**src/rtl/pcs_pkg.sv**
```systemverilog
// Shared 10GBASE-R PCS constants, used by the TX/RX gearboxes and the loopback top.
package pcs_pkg;

  localparam int DATA_W     = 64;
  localparam int HEAD_W     = 2;
  localparam int BLOCK_W    = HEAD_W + DATA_W;
  localparam int GB_SEQ_MAX = 32;

  localparam logic [HEAD_W-1:0] SYNC_CTRL = 2'b10;
  localparam logic [HEAD_W-1:0] SYNC_DATA = 2'b01;

endpackage

```
**src/rtl/pcs_10g_tx_gearbox.sv**
```systemverilog
// 10GBASE-R TX 66b->64b gearbox: 32 blocks in, 33 words out, one back-pressure cycle in 33.
// Define PCS_TX_GEARBOX_HEAD_CHECK_EN to add head_err_o and force illegal headers to ctrl.
module pcs_10g_tx_gearbox #(
  parameter int DATA_W = pcs_pkg::DATA_W,
  parameter int HEAD_W = pcs_pkg::HEAD_W,
  parameter int SEQ_W  = 6
) (
  input  logic              clk,
  input  logic              nreset,
  input  logic              valid_i,
  input  logic [HEAD_W-1:0] head_i,
  input  logic [DATA_W-1:0] data_i,
  output logic              ready_o,
  output logic              valid_o,
`ifdef PCS_TX_GEARBOX_HEAD_CHECK_EN
  output logic              head_err_o,
`endif
  output logic [DATA_W-1:0] tx_par_data_o
);

  import pcs_pkg::SYNC_CTRL;
  import pcs_pkg::GB_SEQ_MAX;

  localparam int BLK_W  = HEAD_W + DATA_W;
  localparam int WIDE_W = 2 * DATA_W;

  logic [SEQ_W-1:0]  seq_q, seq_d;
  logic [DATA_W-1:0] left_q, left_d;
  logic [DATA_W-1:0] data_q, data_d;
  logic              valid_q, valid_d;
  logic              head_err_q, head_err_d;

  logic [HEAD_W-1:0] head_eff;
  logic              head_bad;
  logic [BLK_W-1:0]  blk;
  logic [WIDE_W-1:0] shifted;

  assign ready_o = (seq_q != SEQ_W'(GB_SEQ_MAX));

  always_comb begin
    seq_d      = seq_q;
    left_d     = left_q;
    data_d     = data_q;
    valid_d    = 1'b0;
    head_err_d = 1'b0;
    head_eff   = head_i;
    head_bad   = 1'b0;
`ifdef PCS_TX_GEARBOX_HEAD_CHECK_EN
    // An illegal header would look like a sync slip downstream; send an errored ctrl block instead.
    if (head_i == 2'b00 || head_i == 2'b11) begin
      head_eff = SYNC_CTRL;
      head_bad = 1'b1;
    end
`endif
    blk     = {data_i, head_eff};
    // Low half merges with the 2*seq leftover bits; high half becomes the next leftover.
    shifted = {{(WIDE_W-BLK_W){1'b0}}, blk} << {seq_q, 1'b0};

    if (!ready_o) begin
      data_d  = left_q;
      left_d  = '0;
      seq_d   = '0;
      valid_d = 1'b1;
    end else if (valid_i) begin
      data_d     = shifted[DATA_W-1:0] | left_q;
      left_d     = shifted[WIDE_W-1:DATA_W];
      seq_d      = seq_q + SEQ_W'(1);
      valid_d    = 1'b1;
      head_err_d = head_bad;
    end
  end

  // NOTE: state registers use non-blocking assignments so every flop samples pre-edge values.
  always_ff @(posedge clk or negedge nreset) begin
    if (!nreset) begin
      seq_q      <= '0;
      left_q     <= '0;
      data_q     <= '0;
      valid_q    <= 1'b0;
      head_err_q <= 1'b0;
    end else begin
      seq_q      <= seq_d;
      left_q     <= left_d;
      data_q     <= data_d;
      valid_q    <= valid_d;
      head_err_q <= head_err_d;
    end
  end

  assign valid_o       = valid_q;
  assign tx_par_data_o = data_q;
`ifdef PCS_TX_GEARBOX_HEAD_CHECK_EN
  assign head_err_o    = head_err_q;
`else
  logic unused_head_err;
  assign unused_head_err = head_err_q ^ head_bad;
`endif

endmodule

```
**config.mk**
```make
export PLATFORM = sky130hd
export DESIGN_NAME = pcs_10g_tx_gearbox
export DESIGN_NICKNAME = d
export VERILOG_FILES = /design/src/rtl/pcs_pkg.sv /design/src/rtl/pcs_10g_tx_gearbox.sv
export SDC_FILE = /design/constraint.sdc
export NUM_CORES = 1
export LEC_CHECK = 0
export CORE_ASPECT_RATIO = 2
export CORE_MARGIN = 4
export CORE_UTILIZATION = 45
export CTS_BUF_LIST = sky130_fd_sc_hd__clkbuf_8
export DETAILED_ROUTE_END_ITERATION = 16
export DONT_BUFFER_PORTS = 1
export GPL_TIMING_DRIVEN = 0
export PLACE_DENSITY_LB_ADDON = 0.15
export SYNTH_ARGS = -nofsm -noshare
export SYNTH_HDL_FRONTEND = slang
export SYNTH_SLANG_ARGS = --single-unit
```
**constraint.sdc**
```tcl
create_clock -name clk -period 2.9 [get_ports clk]
set_input_delay 0 -clock clk [delete_from_list [all_inputs] [get_ports clk]]
set_output_delay 0 -clock clk [all_outputs]
set_load 0.02 [all_outputs]
```
# Yosys cells after proc, flatten, opt, wreduce, memory -nomap -nowiden
# Cells that the tools add are included.
# classes
add_sub_neg	1
n_eq_ne	2
shifts	1
mux	8
bitwise_logic	1
# op_table
operator	n
$mux 64	4
$shl 66x7->128	1
$or 64x64->64	1
$mux 6	2
$add 6x1->6 const B	1
$ne 6x6->1 const B	1
$mux 1	2
$ne 2x2->1 const B	1
# totals
ff_bits	135
input_bits	69
output_inout_bits	66
wordCells	17

# Depth between registers and ports, before layout
# Gate-level depths: netlist of the first run.
# depth
word_depth	4
depth_mapped	15
ltp_nobuf	8

# Least setup slack after synthesis of the first run
# Ideal clock, no wire load.
# synth_timing
kind	reg2reg
start	register seq_q[0]
end	register left_q[31]
setup_ps	68
arrival_time_ps	2955
setup_slack_ps	-123
path_stages_with_launch	16
path_cell_list	dfrtp_1 -> buf_6 -> buf_12 -> buf_4 -> buf_6 -> buf_4 -> inv_1 -> ha_1 -> nor2b_1 -> and2_1 -> clkbuf_1 -> inv_1 -> clkbuf_1 -> nand3_1 -> a2111o_1 -> nand3_1
# synth_lines
element	line	source
start, declared	pcs_10g_tx_gearbox.sv:27	logic [SEQ_W-1:0] seq_q, seq_d;
start signal, assigned	pcs_10g_tx_gearbox.sv:82	seq_q <= seq_d;
$ne 6x6->1 *	pcs_10g_tx_gearbox.sv:38	assign ready_o = (seq_q != SEQ_W'(GB_SEQ_MAX));
named net ready_o	pcs_10g_tx_gearbox.sv:13	output logic ready_o,
$ne 2x2->1 (no source line) or $mux 64 (tied branches)	n/a	
end signal, assigned	pcs_10g_tx_gearbox.sv:83	left_q <= left_d;
end, declared	pcs_10g_tx_gearbox.sv:28	logic [DATA_W-1:0] left_q, left_d;
# The timed path passes the listed nets; every way through them passes the cells marked *. The select of a mux whose other input is x is not followed.
# A chain may end at the register's enable or synchronous reset.

# Worst setup path after layout of the first run
# layout_timing
start	register seq_q[3]
end	register left_q[61]
# layout_between
elab_chain_len	3
# layout_rtl
element	line	source
$shl 66x7->128	pcs_10g_tx_gearbox.sv:57	shifted = {{(WIDE_W-BLK_W){1'b0}}, blk} << {seq_q, 1'b0};
$mux 64	pcs_10g_tx_gearbox.sv:64	end else if (valid_i) begin
$mux 64	pcs_10g_tx_gearbox.sv:59	if (!ready_o) begin
# Parallel ways exist; a longest one is shown, timed or not. The select of a mux whose other input is x is not followed.

==> impl_metrics.py, run 1 <==
metrics = {
    "sta": {
        "period_needed_ps": 2910,
        "hold-worst-slack_ps": -804,
        "tightest_slew_ps": 1080,
        "finalWorstSetupSlack_ps": -7.19,
        "setup_viol": 1,
        "hold_viol_final": 135,
        "slew_violations": 0,
        "period_share_pct": 100,
        "relSlewSlack_pct": 27.8,
        "fmax_mhz": 344,
        "fin_setup_tns_ps": -7.19,
        "skew_ps": 15.4,
        "rsz0062_at_grt": "false",
    },
    "yosys": {
        "synthTopCellsByArea": "dfrtp_1 (32%), mux4_2 (13%), mux2i_1 (7.6%)",
        "synthMuxAreaShare_pct": 27.1,
        "syn-num-nets": 1153,
        "synth_top_area_share_pct": 32.5,
        "synth_cell_types": 66,
        "avgSynthCellArea_um2": 9.61,
        "synth_fa_ha_area_share_pct": 0.241,
        "netlist_instances": 1082,
        "ys_ff_latch": 135,
        "async_flop_share_pct": 100,
        "synthFlopType": "dfrtp_1",
        "yosys.area_share.simple_pct": 11.9,
        "syn-cell-area_um2": 10400,
        "synth-compound-area-share_pct": 23.4,
        "ys_seq_area_share_pct": 32.5,
        "synth_top_family_by_area": "multiplexers",
        "yosysWarnings": 0,
        "synth-edff-count": 0,
        "yosys.area.top_type": "dfrtp_1",
        "synthXorXnorAreaFrac_pct": 0.337,
    },
    "floorplan": {
        "core-area_um2": 22700,
        "fp-row-count": 78,
        "initial_utilization_pct": 45.7,
        "ios": 135,
        "die_area_um2": 25800,
        "dieHeight_um": 223,
        "die_x_um": 115,
    },
    "finish": {
        "seq_area_um2": 3380,
        "nets": 1188,
        "num-fill-cells": 2125,
        "drive_gt1_share_pct": 24.9,
        "num_antenna_cells": 0,
        "multi_input_area_um2": 6820,
        "fin_cells": 1410,
        "syn_to_final_growth_pct": 13.5,
        "post-route-util_pct": 51.9,
        "layout_common_cells": "dfrtp_1 (135), nand2_1 (129), o21ai_0 (89)",
        "final_common_cell": "dfrtp_1",
    },
    "hold_path": {
        "hp-class": "in2async",
    },
    "global_route": {
        "grt_overflow": 0,
        "grt_max_degree": 136,
        "grt_pass1_vias": 11222,
        "grt_antenna_before_repair": 2,
        "grt_usage_pct": 46.8,
        "grt_pass1_wl_um": 83500,
    },
    "flow_run": {
        "maxCapViolCount": 0,
    },
    "power": {
        "peakVddDrop_uv": 1450,
        "powerDensity_nw_per_um2": 1600,
        "p_leak_nw": 4.71,
    },
    "cts": {
        "clock_path_buffers": 2,
        "cts_buffers": 17,
        "htree_levels": 4,
        "cts-root-buf": "clkbuf_8",
        "cts_hold_buf": 4,
        "clock_sinks": 135,
        "clk_pin_slew_ps": 90,
        "cts_tree": "done",
        "clk_latency_ps": 500,
    },
    "worst_setup_path": {
        "crit_slowest_cell": "buf_2",
        "crit_chain": "inv_2, buf_2, buf_2, mux2i_2, mux2i_1, mux2i_4, o221ai_1",
        "arrival_ps": 3260,
        "required_ps": 3260,
        "cp-end-kind": "register",
        "crit_top_cell": "buf_2",
        "crit_path_max_fanout": 10,
        "cp_slowest_stage_delay_ps": 520,
        "path_class": "reg2reg",
        "start_kind": "register",
    },
    "drt": {
        "firstDrtPassIters": 9,
        "initialDrtViolationCount": 1433,
        "ant_nets": 0,
        "drc": 0,
        "vias": 10753,
        "via_per_inst": 7.63,
        "wirelength_um": 59900,
        "routedWlPerCell_um": 42.5,
    },
    "status": {
        "violations": "negative hold slack, negative setup slack",
        "status": "finished, violations left",
    },
    "placement": {
        "dp_cells": 1362,
        "pre_cts_ws_ps": -1300,
        "io_buffers": 0,
        "dp_hpwl_um": 46400,
        "place.gp.congestion": 1.07,
    },
}
-- worst paths after layout --
kind | start | endpoint | slack (ps) | cells after the start
worst max-delay path | seq_q[3] | left_q[61] | -7 | 7
worst min-delay path | nreset | seq_q[4] | -800 | 0
worst max register to register | seq_q[3] | left_q[61] | -7 | 7
worst min register to register | left_q[63] | tx_par_data_o[63] | 490 | 2
max in group asynchronous | nreset | left_q[54] | 3400 | 0
min in group clk | head_i[1] | tx_par_data_o[1] | 30 | 3
-- sequential cells by signal, summed over array words and instances, names as in the netlist --
register,flops
left_q,64
valid_o,1
tx_par_data_o,64
seq_q,6
-- synthesized netlist by cell type (all sizes together), types with 4 or more instances --
cell,instances
o21a,17
a32oi,12
a31oi,11
a21oi,66
mux4,66
nor3,5
a22o,8
buf,37
or3,6
dfrtp,135
a22oi,30
a221o,4
o311ai,4
a32o,4
mux2i,79
o2bb2ai,4
and2,13
xnor2,4
nor2,77
mux2,46
a211oi,7
nand2,129
nand2b,4
o221ai,31
o22ai,7
o31ai,8
clkbuf,60
o211ai,20
inv,9
a2bb2oi,8
nand3,18
o21ai,94
nor2b,11
a211o,7
-- cell type report --
class	count	share of cell area (%)
Buffer	95	5.08
Timing Repair Buffer	18	1.47
Inverter	12	0.477
Clock buffer	18	2.10
Clock inverter	14	1.57
Sequential cell	135	28.6
Tap cell	280	2.97
Multi-Input combinational cell	838	57.7
-- critical path, delay by kind of cell, from the launching register on --
family	cells	cell delay [ps]
AOI/OAI and AO/OA	1	140
buffers and inverters	3	1160
DFF	1	490
muxes	3	970
-- cell families after synthesis --
kind of cell / after synthesis
xor+xnor: 4
compound gates: 361
simple gates: 280
flops: 135
mux: 191
buf+inv: 109
fa+ha+maj: 2
-- per-stage QoR --
stage	cell area, um^2	total power, mW
after global placement	10800	15.6
after detailed placement	10800	15.6
after global routing	11800	19.2
final	11800	18.8
after CTS	11600	17.8
after floorplan	10400	10.7
-- report_power, final --
group	leakage, nW	internal, mW	total [mW]	switching [mW]
logic	2.83	4.37	13.1	8.74
clock network	0.209	0.893	1.78	0.888
registers	1.68	2.75	3.95	1.20
total	4.71	8.01	18.8	10.8
-- routing by layer --
layer / wire length, um / GRT usage, %
met4: 7470 / 44.0
met3: 5560 / 12.8
met2: 27700 / 72.5
met5: 12 / 0
met1: 19200 / 50.1
-- timing repair --
action,CTS,global route
buffers inserted,9,4
gates cloned,0,1
gates resized for setup,101,72
pin swaps,2,2
setup endpoints to repair,132,110
hold endpoints to repair,140,135
Note: power is estimated with default switching activity, not from simulation.
==> run 2: changes to the inputs <==
- PLACE_DENSITY_LB_ADDON: 0.15 -> unset
==> impl_metrics.py, run 2 (synthesis results as in run 1) <==
metrics = {
    "placement": {
        "io_buffers": 0,
        "place.gp.congestion": 1.14,
        "dp_hpwl_um": 44900,
        "dp_cells": 1362,
    },
    "finish": {
        "final_common_cell": "dfrtp_1",
        "num-fill-cells": 2138,
        "seq_area_um2": 3380,
        "nets": 1186,
        "post-route-util_pct": 51.5,
        "fin_cells": 1408,
        "drive_gt1_share_pct": 23.3,
        "multi_input_area_um2": 6760,
        "num_antenna_cells": 0,
        "syn_to_final_growth_pct": 12.6,
        "layout_common_cells": "dfrtp_1 (135), nand2_1 (128), o21ai_0 (90)",
    },
    "sta": {
        "rsz0062_at_grt": "true",
        "period_share_pct": 101,
        "slew_violations": 0,
        "fin_setup_tns_ps": -45.3,
        "fmax_mhz": 342,
        "finalWorstSetupSlack_ps": -26.4,
        "tightest_slew_ps": 1130,
        "period_needed_ps": 2930,
        "hold_viol_final": 135,
        "relSlewSlack_pct": 24.4,
        "skew_ps": 18.2,
        "setup_viol": 2,
        "hold-worst-slack_ps": -803,
    },
    "drt": {
        "routedWlPerCell_um": 41.0,
        "initialDrtViolationCount": 1287,
        "vias": 10713,
        "ant_nets": 0,
        "firstDrtPassIters": 8,
        "drc": 0,
        "via_per_inst": 7.61,
        "wirelength_um": 57700,
    },
    "power": {
        "peakVddDrop_uv": 1010,
        "powerDensity_nw_per_um2": 1580,
        "p_leak_nw": 4.67,
    },
    "worst_setup_path": {
        "start_kind": "register",
        "arrival_ps": 3310,
        "path_class": "reg2reg",
        "crit_chain": "buf_2, buf_2, buf_4, buf_2, nand2_1, o21ai_1, a22oi_1, o221ai_1",
        "crit_path_max_fanout": 10,
        "crit_top_cell": "buf_2",
        "cp_slowest_stage_delay_ps": 500,
        "required_ps": 3290,
        "cp-end-kind": "register",
        "crit_slowest_cell": "o21ai_1",
    },
    "global_route": {
        "grt_pass1_wl_um": 80700,
        "grt_pass1_vias": 10770,
        "grt_overflow": 0,
        "grt_antenna_before_repair": 0,
        "grt_max_degree": 136,
        "grt_usage_pct": 45.1,
    },
    "floorplan": {
        "die_x_um": 115,
        "die_area_um2": 25800,
        "ios": 135,
        "dieHeight_um": 223,
        "core-area_um2": 22700,
        "fp-row-count": 78,
        "initial_utilization_pct": 45.7,
    },
    "status": {
        "violations": "negative hold slack, negative setup slack",
        "status": "finished, violations left",
    },
    "cts": {
        "clock_sinks": 135,
        "cts-root-buf": "clkbuf_8",
        "cts_buffers": 17,
        "clock_path_buffers": 2,
        "clk_latency_ps": 500,
        "cts_tree": "done",
        "htree_levels": 4,
        "clk_pin_slew_ps": 90,
    },
    "hold_path": {
        "hp-class": "in2async",
    },
    "flow_run": {
        "maxCapViolCount": 0,
    },
}
-- run 2: power by group --
part	leakage (nW)	internal, mW	switching (mW)
Combinational	2.79	4.26	8.60
Clock	0.201	0.852	0.847
Sequential	1.68	2.75	1.14
Total	4.67	7.86	10.6
-- run 2: final cells by class --
| type | count | area share (%) |
|---|---|---|
| timing repair buffer | 16 | 1.35 |
| buffer | 95 | 5.09 |
| multi-input combinational | 838 | 57.7 |
| tap | 280 | 2.99 |
| inverter | 12 | 0.470 |
| sequential | 135 | 28.8 |
| clock buffer | 17 | 2.00 |
| clock inverter | 15 | 1.54 |
-- run 2: per-stage QoR --
stage	power [mW]	area, um^2	setup WS (ps)
finish	18.5	11700	-26.4
global placement	15.4	10800	-1210
detailed placement	15.4	10800	-1220
floorplan	10.7	10400	31.6
global route	18.8	11700	-28.2
CTS	17.4	11600	0.241
-- run 2: layer usage --
metal	global-route usage, %	share of wire, %
met2	69.8	46
met4	42.2	13
met5	0	0
met1	47.7	32
met3	13.7	9.8
-- run 2: repair_timing --
item,CTS,global route
buffers inserted,9,2
hold buffers,4,1
pin swaps,2,2
resized for setup,93,47
endpoints found under the setup margin,132,116
hold endpoints to repair,141,137
-- run 2: path summary, 6_finish.rpt --
check / start / end / slack (ps) / cells after the start
max in group asynchronous: nreset / left_q[63] / 3340 / 0
setup reg to reg: seq_q[1] / left_q[13] / -30 / 8
hold / removal: nreset / seq_q[0] / -800 / 0
min in group clk: head_i[1] / tx_par_data_o[1] / 10 / 3
setup / recovery: seq_q[1] / left_q[13] / -30 / 8
hold reg to reg: left_q[52] / left_q[52] / 500 / 2
-- run 2: worst max-delay path, delay by kind of cell (launching register included) --
| kind | cells | cell delay [ps] |
|---|---|---|
| and+or+nand+nor | 1 | 340 |
| buffers and inverters | 4 | 1030 |
| DFF | 1 | 360 |
| AOI/OAI and AO/OA | 3 | 1070 |
==> run 3: changes to the inputs <==
==> constraint.sdc (replaced) <==
create_clock -name clk -period 2.9 [get_ports clk]
set_input_delay 0.145 -clock clk [delete_from_list [all_inputs] [get_ports clk]]
set_output_delay 0.145 -clock clk [all_outputs]
set_load 0.02 [all_outputs]
==> impl_metrics.py, run 3 (synthesis results as in run 1) <==
metrics = {
    "sta": {
        "period_share_pct": 102,
        "hold-worst-slack_ps": -656,
        "tightest_slew_ps": 1110,
        "fin_setup_tns_ps": -94.3,
        "finalWorstSetupSlack_ps": -69.9,
        "relSlewSlack_pct": 25.9,
        "slew_violations": 0,
        "hold_viol_final": 135,
        "setup_viol": 3,
        "skew_ps": 18.9,
        "period_needed_ps": 2970,
        "fmax_mhz": 337,
        "rsz0062_at_grt": "false",
    },
    "worst_setup_path": {
        "path_class": "reg2reg",
        "required_ps": 3250,
        "cp-end-kind": "register",
        "arrival_ps": 3320,
        "crit_path_max_fanout": 10,
        "start_kind": "register",
    },
    "hold_path": {
        "hp-class": "in2async",
    },
    "global_route": {
        "grt_max_degree": 136,
        "grt_pass1_wl_um": 80500,
        "grt_pass1_vias": 10772,
        "grt_antenna_before_repair": 1,
        "use_met1_pct": 47.4,
        "grtUsageMet2_pct": 69.2,
        "top_usage_layer": "met2",
        "grtUsageMet3_pct": 13.8,
        "grt_overflow": 0,
        "grt_usage_pct": 45.0,
    },
    "finish": {
        "layout_common_cells": "dfrtp_1 (135), nand2_1 (129), o21ai_0 (91)",
        "syn_to_final_growth_pct": 12.7,
        "num_antenna_cells": 0,
        "final_common_cell": "dfrtp_1",
        "drive_gt1_share_pct": 24.1,
        "num-fill-cells": 2132,
        "nets": 1188,
        "fin_cells": 1410,
        "post-route-util_pct": 51.6,
    },
    "placement": {
        "dp_hpwl_um": 44900,
        "place.gp.congestion": 1.14,
        "io_buffers": 0,
        "dp_cells": 1362,
    },
    "floorplan": {
        "dieHeight_um": 223,
        "core-area_um2": 22700,
        "fp-row-count": 78,
        "initial_utilization_pct": 45.7,
        "ios": 135,
        "die_x_um": 115,
        "die_area_um2": 25800,
    },
    "cts": {
        "cts_tree": "done",
        "clock_sinks": 135,
        "cts-root-buf": "clkbuf_8",
        "htree_levels": 4,
        "clk_pin_slew_ps": 80,
        "cts_buffers": 17,
        "clock_path_buffers": 2,
        "clk_latency_ps": 500,
    },
    "drt": {
        "firstDrtPassIters": 7,
        "vias": 10760,
        "initialDrtViolationCount": 1407,
        "routedWlPerCell_um": 41.0,
        "ant_nets": 0,
        "wirelength_um": 57900,
        "drc": 0,
        "via_per_inst": 7.63,
    },
    "power": {
        "powerDensity_nw_per_um2": 1580,
        "power.total_mw": 18.5,
        "p_leak_nw": 4.69,
        "peakVddDrop_uv": 1020,
    },
    "flow_run": {
        "maxCapViolCount": 0,
    },
    "status": {
        "status": "finished, violations left",
        "violations": "negative hold slack, negative setup slack",
    },
}
-- run 3: changes by cell type in the layout (fill, tap and decap cells not counted), sizes merged --
cell / previous run / this run
buf: 47 / 48
clkbuf: 76 / 82
clkinvlp: 5 / 6
dlygate4sd3: 5 / 0
inv: 12 / 11
-- run 3: final cells by class --
type / count / area, um^2 / area share [%]
clock buffer: 17 / 234 / 2.00
multi-input combinational: 838 / 6750 / 57.5
sequential: 135 / 3380 / 28.8
inverter: 12 / 58.8 / 0.502
clock inverter: 15 / 180 / 1.54
buffer: 96 / 628 / 5.36
tap: 280 / 350 / 2.99
timing repair buffer: 17 / 148 / 1.26
-- run 3: final timing paths --
kind	cells after the start	end	from	slack (ps)
max in group asynchronous	0	left_q[63]	nreset	3240
worst min-delay path	0	seq_q[0]	nreset	-660
worst min register to register	2	left_q[52]	left_q[52]	500
worst max register to register	6	left_q[4]	seq_q[5]	-70
worst max-delay path	6	left_q[4]	seq_q[5]	-70
min in group clk	2	left_q[62]	data_i[62]	30
-- run 3: stage by stage --
| step | worst slack [ps] | hold slack [ps] | instance area, um^2 |
|---|---|---|---|
| after CTS | 3.27 | -669 | 11500 |
| after global routing | 0.106 | -676 | 11700 |
| after detailed placement | -1220 | -147 | 10800 |
| final | -69.9 | -656 | 11700 |
| after floorplan | 31.6 | -151 | 10400 |
| after global placement | -1210 | -146 | 10800 |
-- run 3: worst max-delay path, cell delays in order, from the launching register on --
cell	delay (ps)
dfrtp_1	360
clkbuf_1	420
buf_1	620
clkbuf_1	650
a211oi_1	160
o21ai_0	450
a31oi_1	150
-- run 3: repair_timing --
item / CTS / global route
gates resized for setup: 94 / 52
endpoints found under the hold margin: 135 / 135
setup endpoints to repair: 132 / 103
buffers inserted: 9 / 7
cloned: 0 / 1
pin swaps: 2 / 3
-- run 3: power by group --
group          leakage (nW)  internal (mW)  switching [mW]
clock                 0.201          0.853           0.846
sequential             1.68           2.75            1.14
combinational          2.81           4.28            8.61
-- run 3: layer usage --
layer / up-vias / wire length [um]
met5: - / 11
met4: 2 / 7410
met3: 351 / 5720
met2: 891 / 26500
met1: 5255 / 18300
li1: 4261 / -
